<file path="config.mk">
export PLATFORM = sky130hd
export DESIGN_NAME = maxpool_2x2_flat
export DESIGN_NICKNAME = d
export VERILOG_FILES = /design/src/rtl/maxpool_2x2_pkg.sv /design/src/rtl/maxpool_2x2_if.sv /design/src/rtl/maxpool_2x2_addr_gen.sv /design/src/rtl/maxpool_2x2.sv /design/src/flat_wrapper.sv
export SDC_FILE = /design/constraint.sdc
export NUM_CORES = 1
export LEC_CHECK = 0
export ABC_AREA = 1
export CAP_MARGIN = 15
export CORE_MARGIN = 1
export CORE_UTILIZATION = 30
export CTS_CLUSTER_DIAMETER = 200
export DETAILED_ROUTE_END_ITERATION = 6
export PLACE_DENSITY_LB_ADDON = 0.08
export SYNTH_ARGS = -nofsm -noshare
export SYNTH_HDL_FRONTEND = slang
export SYNTH_SLANG_ARGS = --single-unit
</file>
<file path="constraint.sdc">
create_clock -name clk -period 5 [get_ports clk]
set_clock_uncertainty 0.05 [all_clocks]
set_input_delay 1.25 -clock clk [delete_from_list [all_inputs] [get_ports clk]]
set_output_delay 1.25 -clock clk [all_outputs]
set_load 0.05 [all_outputs]
</file>
<file path="src/rtl/maxpool_2x2_pkg.sv">
`default_nettype none
// ============================================================================
// Module   : conv_pkg
// Brief    : Shared types, FSM encoding and signed-max helper for maxpool_2x2.
// Revision : 1.0
// ============================================================================
package conv_pkg;

    localparam int DATA_W  = 8;
    localparam int WIN_CNT = 4;

    typedef logic signed [DATA_W-1:0] pix_t;

    localparam logic [2:0] ST_IDLE = 3'd0;
    localparam logic [2:0] ST_RD   = 3'd1;
    localparam logic [2:0] ST_LAST = 3'd2;
    localparam logic [2:0] ST_WR   = 3'd3;
    localparam logic [2:0] ST_DONE = 3'd4;

    function automatic pix_t smax(input pix_t a, input pix_t b);
        return (a > b) ? a : b;
    endfunction

endpackage
`default_nettype wire

</file>
<file path="src/rtl/maxpool_2x2_if.sv">
`default_nettype none
// ============================================================================
// Module   : maxpool_2x2_if
// Brief    : Start/done handshake plus feature-RAM read and pooled-RAM write.
// Revision : 1.0
// ============================================================================
interface maxpool_2x2_if #(
    parameter int ADDR_LEN = 9
);
    import conv_pkg::*;

    logic              start;
    logic [ADDR_LEN:0] rd_addr;
    pix_t              rd_data;
    logic [ADDR_LEN:0] wr_addr;
    pix_t              wr_data;
    logic              wr_en;
    logic              busy;
    logic              done;

    modport master (
        input  start, rd_data,
        output rd_addr, wr_addr, wr_data, wr_en, busy, done
    );

    modport slave (
        output start, rd_data,
        input  rd_addr, wr_addr, wr_data, wr_en, busy, done
    );

endinterface
`default_nettype wire

</file>
<file path="src/rtl/maxpool_2x2_addr_gen.sv">
`default_nettype none
// ============================================================================
// Module   : pool_addr_gen
// Brief    : Incremental window-base and pooled-address counters (no multipliers).
// Revision : 1.0
// ============================================================================
module pool_addr_gen #(
    parameter int H        = 26,
    parameter int W        = 26,
    parameter int ADDR_LEN = 9
) (
    input  wire                 clk,
    input  wire                 rst,
    input  wire                 clear,
    input  wire                 advance,
    output logic [ADDR_LEN:0]   base,
    output logic [ADDR_LEN:0]   wr_addr,
    output logic                last_pixel
);
    localparam int c_AW = ADDR_LEN + 1;
    localparam logic [ADDR_LEN:0] c_PH_M1    = c_AW'(H / 2 - 1);
    localparam logic [ADDR_LEN:0] c_PW_M1    = c_AW'(W / 2 - 1);
    localparam logic [ADDR_LEN:0] c_COL_STEP = c_AW'(2);
    // Lands on 2*(pr+1)*W: skips the odd row and any dropped last column.
    localparam logic [ADDR_LEN:0] c_ROW_STEP = c_AW'(2 * W - 2 * (W / 2) + 2);

    logic [ADDR_LEN:0] r_pr;
    logic [ADDR_LEN:0] r_pc;
    logic [ADDR_LEN:0] r_base;
    logic [ADDR_LEN:0] r_wr_addr;

    always_ff @(posedge clk or negedge rst) begin
        if (!rst) begin
            r_pr      <= '0;
            r_pc      <= '0;
            r_base    <= '0;
            r_wr_addr <= '0;
        end else if (clear) begin
            r_pr      <= '0;
            r_pc      <= '0;
            r_base    <= '0;
            r_wr_addr <= '0;
        end else if (advance) begin
            if (r_pc != c_PW_M1) begin
                r_pc      <= r_pc + 1'b1;
                r_base    <= r_base + c_COL_STEP;
                r_wr_addr <= r_wr_addr + 1'b1;
            end else if (r_pr != c_PH_M1) begin
                r_pc      <= '0;
                r_pr      <= r_pr + 1'b1;
                r_base    <= r_base + c_ROW_STEP;
                r_wr_addr <= r_wr_addr + 1'b1;
            end
        end
    end

    assign base       = r_base;
    assign wr_addr    = r_wr_addr;
    assign last_pixel = (r_pr == c_PH_M1) && (r_pc == c_PW_M1);

endmodule
`default_nettype wire

</file>
<file path="src/rtl/maxpool_2x2.sv">
`default_nettype none
// ============================================================================
// Module   : maxpool_2x2
// Brief    : 2x2 stride-2 max-pool sequencer, feature RAM to pooled RAM, optional ReLU.
// Revision : 1.0
// ============================================================================
module maxpool_2x2
    import conv_pkg::*;
#(
    parameter int H        = 26,
    parameter int W        = 26,
    parameter int ADDR_LEN = 9,
    parameter int RELU     = 0
) (
    input  wire             clk,
    input  wire             rst,
    maxpool_2x2_if.master   bus
);
    localparam int c_AW = ADDR_LEN + 1;
    localparam logic [ADDR_LEN:0] c_OFF1 = c_AW'(1);
    localparam logic [ADDR_LEN:0] c_OFF2 = c_AW'(W);
    localparam logic [ADDR_LEN:0] c_OFF3 = c_AW'(W + 1);

    logic [2:0]        r_state;
    logic [1:0]        r_k;
    pix_t              r_max;
    logic [ADDR_LEN:0] r_rd_addr;
    logic [ADDR_LEN:0] r_wr_addr;
    pix_t              r_wr_data;
    logic              r_wr_en;
    logic              r_final;

    logic              w_clear;
    logic              w_advance;
    logic [ADDR_LEN:0] w_base;
    logic [ADDR_LEN:0] w_wr_addr;
    logic              w_last_pixel;
    logic [ADDR_LEN:0] w_off_next;
    pix_t              w_max_new;
    pix_t              w_pooled;

    assign w_clear   = (r_state == ST_IDLE) && bus.start;
    assign w_advance = (r_state == ST_LAST);

    pool_addr_gen #(
        .H        (H),
        .W        (W),
        .ADDR_LEN (ADDR_LEN)
    ) u_addr_gen (
        .clk        (clk),
        .rst        (rst),
        .clear      (w_clear),
        .advance    (w_advance),
        .base       (w_base),
        .wr_addr    (w_wr_addr),
        .last_pixel (w_last_pixel)
    );

    // Offset of the address issued on the next edge while reading the window.
    always_comb begin
        w_off_next = c_OFF1;
        case (r_k)
            2'd0:    w_off_next = c_OFF1;
            2'd1:    w_off_next = c_OFF2;
            default: w_off_next = c_OFF3;
        endcase
    end

    assign w_max_new = smax(r_max, bus.rd_data);
    assign w_pooled  = ((RELU != 0) && w_max_new[DATA_W-1]) ? '0 : w_max_new;

    always_ff @(posedge clk or negedge rst) begin
        if (!rst) begin
            r_state   <= ST_IDLE;
            r_k       <= '0;
            r_max     <= '0;
            r_rd_addr <= '0;
            r_wr_addr <= '0;
            r_wr_data <= '0;
            r_wr_en   <= 1'b0;
            r_final   <= 1'b0;
        end else begin
            case (r_state)
                ST_IDLE: begin
                    if (bus.start) begin
                        r_state   <= ST_RD;
                        r_k       <= '0;
                        r_rd_addr <= '0;
                    end
                end
                ST_RD: begin
                    r_k <= r_k + 2'd1;
                    if (r_k != 2'd3) begin
                        r_rd_addr <= w_base + w_off_next;
                    end
                    // rd_data lags rd_addr by one cycle, so k=1 sees datum 0.
                    if (r_k == 2'd1) begin
                        r_max <= bus.rd_data;
                    end else if (r_k != 2'd0) begin
                        r_max <= w_max_new;
                    end
                    if (r_k == 2'd3) begin
                        r_state <= ST_LAST;
                    end
                end
                ST_LAST: begin
                    r_max     <= w_max_new;
                    r_wr_en   <= 1'b1;
                    r_wr_addr <= w_wr_addr;
                    r_wr_data <= w_pooled;
                    r_final   <= w_last_pixel;
                    r_state   <= ST_WR;
                end
                ST_WR: begin
                    r_wr_en   <= 1'b0;
                    r_k       <= '0;
                    r_rd_addr <= w_base;
                    r_state   <= r_final ? ST_DONE : ST_RD;
                end
                ST_DONE: begin
                    r_state <= ST_IDLE;
                end
                default: begin
                    r_state <= ST_IDLE;
                end
            endcase
        end
    end

    assign bus.rd_addr = r_rd_addr;
    assign bus.wr_addr = r_wr_addr;
    assign bus.wr_data = r_wr_data;
    assign bus.wr_en   = r_wr_en;
    assign bus.busy    = (r_state == ST_RD) || (r_state == ST_LAST) || (r_state == ST_WR);
    assign bus.done    = (r_state == ST_DONE);

endmodule
`default_nettype wire
</file>
<file path="src/flat_wrapper.sv">
// flat-port wrapper written by rule: the top's interface ports become plain ports
module maxpool_2x2_flat import conv_pkg::*;
#(
    parameter int H        = 26,
    parameter int W        = 26,
    parameter int ADDR_LEN = 9,
    parameter int RELU     = 0
)
  (clk, rst, bus_start, bus_rd_data, bus_rd_addr, bus_wr_addr, bus_wr_data, bus_wr_en, bus_busy, bus_done);
  maxpool_2x2_if #(.ADDR_LEN(ADDR_LEN)) bus_i ();
  input  wire clk;
  input  wire rst;
  input wire logic [$bits(bus_i.start)-1:0] bus_start;
  input wire logic [$bits(bus_i.rd_data)-1:0] bus_rd_data;
  output wire logic [$bits(bus_i.rd_addr)-1:0] bus_rd_addr;
  output wire logic [$bits(bus_i.wr_addr)-1:0] bus_wr_addr;
  output wire logic [$bits(bus_i.wr_data)-1:0] bus_wr_data;
  output wire logic [$bits(bus_i.wr_en)-1:0] bus_wr_en;
  output wire logic [$bits(bus_i.busy)-1:0] bus_busy;
  output wire logic [$bits(bus_i.done)-1:0] bus_done;
  assign bus_i.start = bus_start;
  assign bus_i.rd_data = bus_rd_data;
  assign bus_rd_addr = bus_i.rd_addr;
  assign bus_wr_addr = bus_i.wr_addr;
  assign bus_wr_data = bus_i.wr_data;
  assign bus_wr_en = bus_i.wr_en;
  assign bus_busy = bus_i.busy;
  assign bus_done = bus_i.done;
  maxpool_2x2 #(.H(H), .W(W), .ADDR_LEN(ADDR_LEN), .RELU(RELU)) u_core (.clk(clk), .rst(rst), .bus(bus_i));
endmodule
</file>
### After elaboration in Yosys (flattened, before gate mapping)

Index checks and enable logic that the tools add are counted.

| storage, ports and cells | value |
|---|---|
| bits in registers | 83 |
| input bits | 11 |
| output and inout bits | 31 |
| word-level logic and storage cells | 86 |

| operators by class | value |
|---|---|
| add/subtract/negate cells | 7 |
| $lt $le $gt $ge | 1 |
| eq/ne operators | 16 |
| multiplexer cells | 31 |
| reduce and logical (&&, ||, !) cells | 19 |

Operator list:

| operator | number |
|---|---|
| 10-bit two-way mux | 18 |
| 10-bit by 1-bit adder with 10-bit output, second input constant | 3 |
| 10-bit one-hot mux with 3 select lines | 1 |
| 8-bit two-way mux | 3 |
| 10-bit by 4-bit equality test with 1-bit output, second input constant | 2 |
| 10-bit by 4-bit inequality test with 1-bit output, second input constant | 2 |
| 8-bit one-hot mux with 2 select lines | 1 |
| 3-bit one-hot mux with 4 select lines | 1 |
| 10-bit by 2-bit adder with 10-bit output, second input constant | 1 |
| 10-bit by 5-bit adder with 10-bit output | 1 |
| 10-bit by 5-bit adder with 10-bit output, second input constant | 1 |
| 5-bit one-hot mux with 2 select lines | 1 |
| 2-bit nonzero test | 5 |
| 3-bit two-way mux | 3 |
| 8-bit greater-than comparator | 1 |
| 2-bit AND reduction | 4 |
| 3-bit by 2-bit equality test with 1-bit output, second input constant | 2 |
| 2-bit inequality test, second input constant | 3 |
| 2-bit one-hot mux with 3 select lines | 1 |
| 3-bit AND reduction | 2 |
| 3-bit nonzero test | 2 |
| 2-bit by 1-bit inequality test with 1-bit output, second input constant | 2 |
| 3-bit by 1-bit equality test with 1-bit output, second input constant | 1 |
| 3-bit equality test, second input constant | 1 |
| other kinds (10) | 12 |

### Depth between registers and ports, before layout

| depth | value |
|---|---|
| word-level depth | 5 |
| gate-level depth with buffers | 15 |
| gate-level depth less buffers | 15 |

### By module

A second synthesis with hierarchy kept.

| second synthesis, totals | value |
|---|---|
| cell total of the unflattened synthesis | 702 |
| area total of the unflattened synthesis | 5129.9 sq um |

Modules (own cells, without submodules):

| module | times used | cells each | area an instance (sq um) |
|---|---|---|---|
| pool_addr_gen | 1 | 368 | 2585.0 |
| maxpool_2x2 | 1 | 334 | 2544.9 |

### Least setup slack after synthesis

Ideal clock, no wire load.

| timing | value |
|---|---|
| path kind | input-to-reg |
| start | input port bus_rd_data[7] |
| end | register u_core.r_max[1] |
| setup time | 0.116 ns |
| data arrival time | 2.620 ns |
| data required time | 4.834 ns |
| path slack | 2.213 ns |
| stages | 11 |
| buffers on the path | 0 |
| cell sequence | inv_1 -> ha_1 -> a21o_1 -> nor2_1 -> nand2_1 -> nand2_1 -> nand3_1 -> nand2_1 -> nand3_1 -> nand2_1 -> nand2_1 |

| on the way | value |
|---|---|
| longest elaborated chain between the ends | 5 |

RTL lines:

| element | line | source |
|---|---|---|
| from (decl) | flat_wrapper.sv:14 | `input wire logic [$bits(bus_i.rd_data)-1:0] bus_rd_data;` |
| 8-bit greater-than comparator * | maxpool_2x2_pkg.sv:21 | `return (a > b) ? a : b;` |
| 8-bit two-way mux * | maxpool_2x2_pkg.sv:21 |  |
| 8-bit two-way mux | maxpool_2x2.sv:99 | `end else if (r_k != 2'd0) begin` |
| 8-bit two-way mux | maxpool_2x2.sv:97 | `if (r_k == 2'd1) begin` |
| 8-bit one-hot mux with 2 select lines * | maxpool_2x2.sv:83 | `case (r_state)` |
| to (signal assigned) | maxpool_2x2.sv:98 | `r_max <= bus.rd_data;` |
| to (signal assigned) | maxpool_2x2.sv:100 | `r_max <= w_max_new;` |
| to (signal assigned) | maxpool_2x2.sv:107 | `r_max <= w_max_new;` |
| to (decl) | maxpool_2x2.sv:26 | `pix_t r_max;` |

Every way passes the cells marked *; elsewhere a longest branch is shown, timed or not. The select of a mux whose other input is x is not followed.
A chain may end at the register's enable or synchronous reset.

### Worst setup path after layout

| timing | value |
|---|---|
| start | input port bus_rd_data[7] |
| end | register u_core.r_max[6] |

Same word-level chain as after synthesis.

==> impl_metrics.py <==
metrics = {
    "die": {
        "core_area_mm2": 0.01589,
        "pin_count": 42,
        "die-area_mm2": 0.01683,
        "dieHeight_um": 129.7,
        "number_of_rows_in_the_core_area": 46,
        "floorplan.initialDensity_pct": 30.80,
        "dieWidth_um": 129.7,
    },
    "critical_path": {
        "cp_common_cell": "nand2_1",
        "critical_path.slowest_cell": "clkdlybuf4s50_1",
        "end_kind": "flip-flop",
        "cp_data_required_time_ns": 5.19,
        "startpoint_type": "primary input",
        "kind_of_critical_path": "primary input to flip-flop",
        "setup.reg_to_reg.worst_slack_ns": 2.47,
        "start_of_the_worst_register_to_register_path": "u_core.u_addr_gen.r_pc[0]",
        "cp_slowest_stage_delay_ns": 0.50,
        "worstReg2RegEnd": "u_core.u_addr_gen.r_pr[0]",
        "crit_path_cell_trace": "clkdlybuf4s50_1 -> inv_1 -> ha_1 -> a21o_1 -> nor2_1 -> nand2_1 -> nand2_1 -> nand3_1 -> nand2_1 -> nand3_1 -> nand2_1 -> nand2_1",
        "timing.reg2reg.worst_path_depth": 7,
        "worst-path-max-fanout": 9,
        "critPathArrivalTime_ns": 3.46,
    },
    "timing": {
        "grt_setup_unrepaired": "false",
        "tightest_slew_ns": 1.032,
        "slew-limit-headroom_pct": 30.45,
        "slew_viol_final": 0,
        "final_hold_viol_count": 0,
        "hold_ws_ns": 0.4314,
        "min_period_over_period_pct": 65.43,
        "max_freq_mhz": 305.7,
        "timing.final.setup_violations": 0,
        "fin_crit_ns": 3.271,
        "finalSetupTns_ns": 0,
    },
    "cells_and_area": {
        "seqCellArea_mm2": 0.002052,
        "most-common-layout-cells": "nand2_1 (185), dfrtp_1 (82), inv_1 (71)",
        "area_used_by_multi_input_combinational_logic_mm2": 0.002432,
        "num_antenna_cells": 0,
        "fillerInstances": 1672,
        "synth_to_layout_area_growth_pct": 18.38,
        "fin_area_mm2": 0.005793,
        "fin_nets": 705,
        "postLayoutCoreUtil_pct": 36.47,
        "drive_above_1_share_pct": 5.325,
        "most_common_cell_after_layout_fill_and_taps_aside": "nand2_1",
    },
    "detailed_routing": {
        "first_iter_violations": 160,
        "met2WireLength_um": 5671,
        "detailedRoute.firstPassIterationCount": 4,
        "routedLengthMet1_um": 5977,
        "vias": 4283,
        "postRouteWirelength_um": 12190,
        "average_wire_per_standard_cell_um": 13.66,
        "route.detailed.vias_per_inst": 4.802,
        "drcViolationCount": 0,
        "maxUsedRoutingLayer": "met4",
        "final_antenna_net_count": 0,
        "met3RoutedLength_um": 301,
    },
    "cts": {
        "clockBufferDepth": 2,
        "cts.sink_count": 82,
        "worstSkewPairLatency_ns": 0.34,
        "ctsRootBufferMaster": "clkbuf_16",
        "clk_pin_slew_ns": 0.06,
        "cts_tree": "done",
        "h-tree-depth": 3,
        "tritoncts.num_buffers": 9,
        "post_cts.repair.setup_buffers": 0,
        "holdBufCountCts": 0,
        "postCtsResizedCells": 0,
    },
    "placement": {
        "dpl_cell_area_mm2": 0.005474,
        "buffer_ports.inserted": 41,
        "dpl.hpwl_um": 8732,
        "globalplace.congestion": 0.7866,
    },
    "global_route": {
        "maximum_number_of_pins_on_one_net_before_global_route_repair": 50,
        "global_route.usage.total_pct": 15.56,
        "antenna_violations_before_repair": 0,
        "wire_length_of_the_first_global_routing_pass_um": 20360,
        "grt_overflow_total": 0,
        "grt_pass1_vias": 4111,
    },
    "power": {
        "p_per_cell_area_mw_per_mm2": 335.9,
        "worst_ir_drop_vdd_uv": 222.9,
        "leakage_nw": 2.822,
        "overall_power_of_the_completed_layout_mw": 1.946,
    },
    "yosys": {
        "synth.yosys.warnings": 0,
        "synth.distinct_cells": 35,
        "ys_seq_area_share_pct": 41.93,
        "syn_nets": 671,
        "syn-instance-count": 637,
        "post_synthesis_area_per_instance_um2": 7.682,
        "synth_seq_cells": 82,
        "post_synth_instance_area_mm2": 0.004893,
    },
    "min_path": {
        "worstHoldPathCells": 2,
        "worst_hold_path_type": "flip-flop to flip-flop",
        "hold_path.startpoint": "u_core.bus.rd_addr[9]",
        "end_of_the_worst_hold_path": "u_core.bus.rd_addr[9]",
    },
    "status": {
        "run_status": "finished, final reports clean",
    },
    "job": {
        "max-cap-violations": 0,
    },
}
-- how the worst max path moves through the flow --
stage	from	endpoint	slack, ns	depth (start not counted)
final	bus_rd_data[7]	u_core.r_max[6]	1.73	12
after global routing	bus_rd_data[7]	u_core.r_max[6]	1.53	12
after CTS	u_core.r_state[1]	bus_done	1.72	4
after detailed placement	bus_rd_data[7]	u_core.r_max[6]	1.37	12
after global placement	bus_rd_data[5]	u_core.r_max[6]	1.43	13
after floorplan	bus_rd_data[7]	u_core.r_max[1]	2.21	11
-- metrics by stage --
| stage | cells | worst slack (ns) |
|---|---|---|
| 2_1_floorplan | 637 | 2.213 |
| 3_3_place_gp | 876 | 1.430 |
| 3_5_place_dp | 876 | 1.369 |
| 4_1_cts | 892 | 1.723 |
| 5_1_grt | 892 | 1.531 |
| 6_report | 892 | 1.729 |
-- cells by family after synthesis --
kind of cell	count (synthesis)	share of synthesized area [%]
and+or+nand+nor	317	28.48
DFF	82	41.93
AOI/OAI and AO/OA	89	10.33
adders and majority gates	23	5.881
xor gates and xnor gates	28	5.012
buffers and inverters	98	8.361
-- registers in the layout, summed over array words and instances (netlist names) --
name / count
u_core.bus.rd_addr: 10
u_core.bus.wr_addr: 10
u_core.u_addr_gen.r_pc: 10
u_core.u_addr_gen.r_pr: 10
u_core.u_addr_gen.wr_addr: 10
u_core.u_addr_gen.base: 9
u_core.bus.wr_data: 8
u_core.r_max: 8
u_core.r_state: 3
u_core.r_k: 2
u_core.bus.wr_en: 1
u_core.r_final: 1
-- report_power, final --
part           internal [mW]  switching (mW)  total (mW)
Sequential             0.723          0.0450       0.768
Combinational          0.150           0.308       0.458
Clock                  0.448           0.272       0.719
-- cells in the mapped netlist, drive strengths merged --
library cell | n | area [µm²]
nand2 | 188 | 718.2
dfrtp | 82 | 2052
inv | 77 | 289.0
o21ai | 55 | 275.3
nand3 | 46 | 235.2
nor2 | 40 | 187.7
nand4 | 28 | 175.2
xor2 | 27 | 236.5
ha | 23 | 287.8
a21oi | 17 | 85.08
nor3 | 13 | 65.06
buf | 12 | 86.33
clkbuf | 9 | 33.78
o211ai | 5 | 37.54
o22ai | 3 | 32.53
a22oi | 2 | 15.01
nor4 | 2 | 12.51
o31ai | 2 | 20.02
a21o | 1 | 7.510
a31oi | 1 | 6.260
a32o | 1 | 10.01
o21bai | 1 | 7.510
o32ai | 1 | 8.760
xnor2 | 1 | 8.760
-- critical path: cells and delay by family --
kind | cells | cell delay, ns
fa+ha+maj | 1 | 0.34
simple gates | 8 | 1.13
compound gates | 1 | 0.19
buf+inv | 2 | 0.56
-- per-layer routing --
layer,global-route usage [%],vias up
met4,6.772,0
met1,20.59,2058
met3,2.296,15
li1,-,2155
met2,25.32,55
met5,0,-
-- final cells by class --
cell class	instances	share of cell area, %
Inverter	77	4.989
Sequential cell	82	35.42
Timing Repair Buffer	44	7.430
Tap cell	216	4.665
Multi-Input combinational cell	457	41.99
Clock buffer	10	4.125
Clock inverter	6	1.382
No activity file was read; power rests on OpenSTA's default activity.
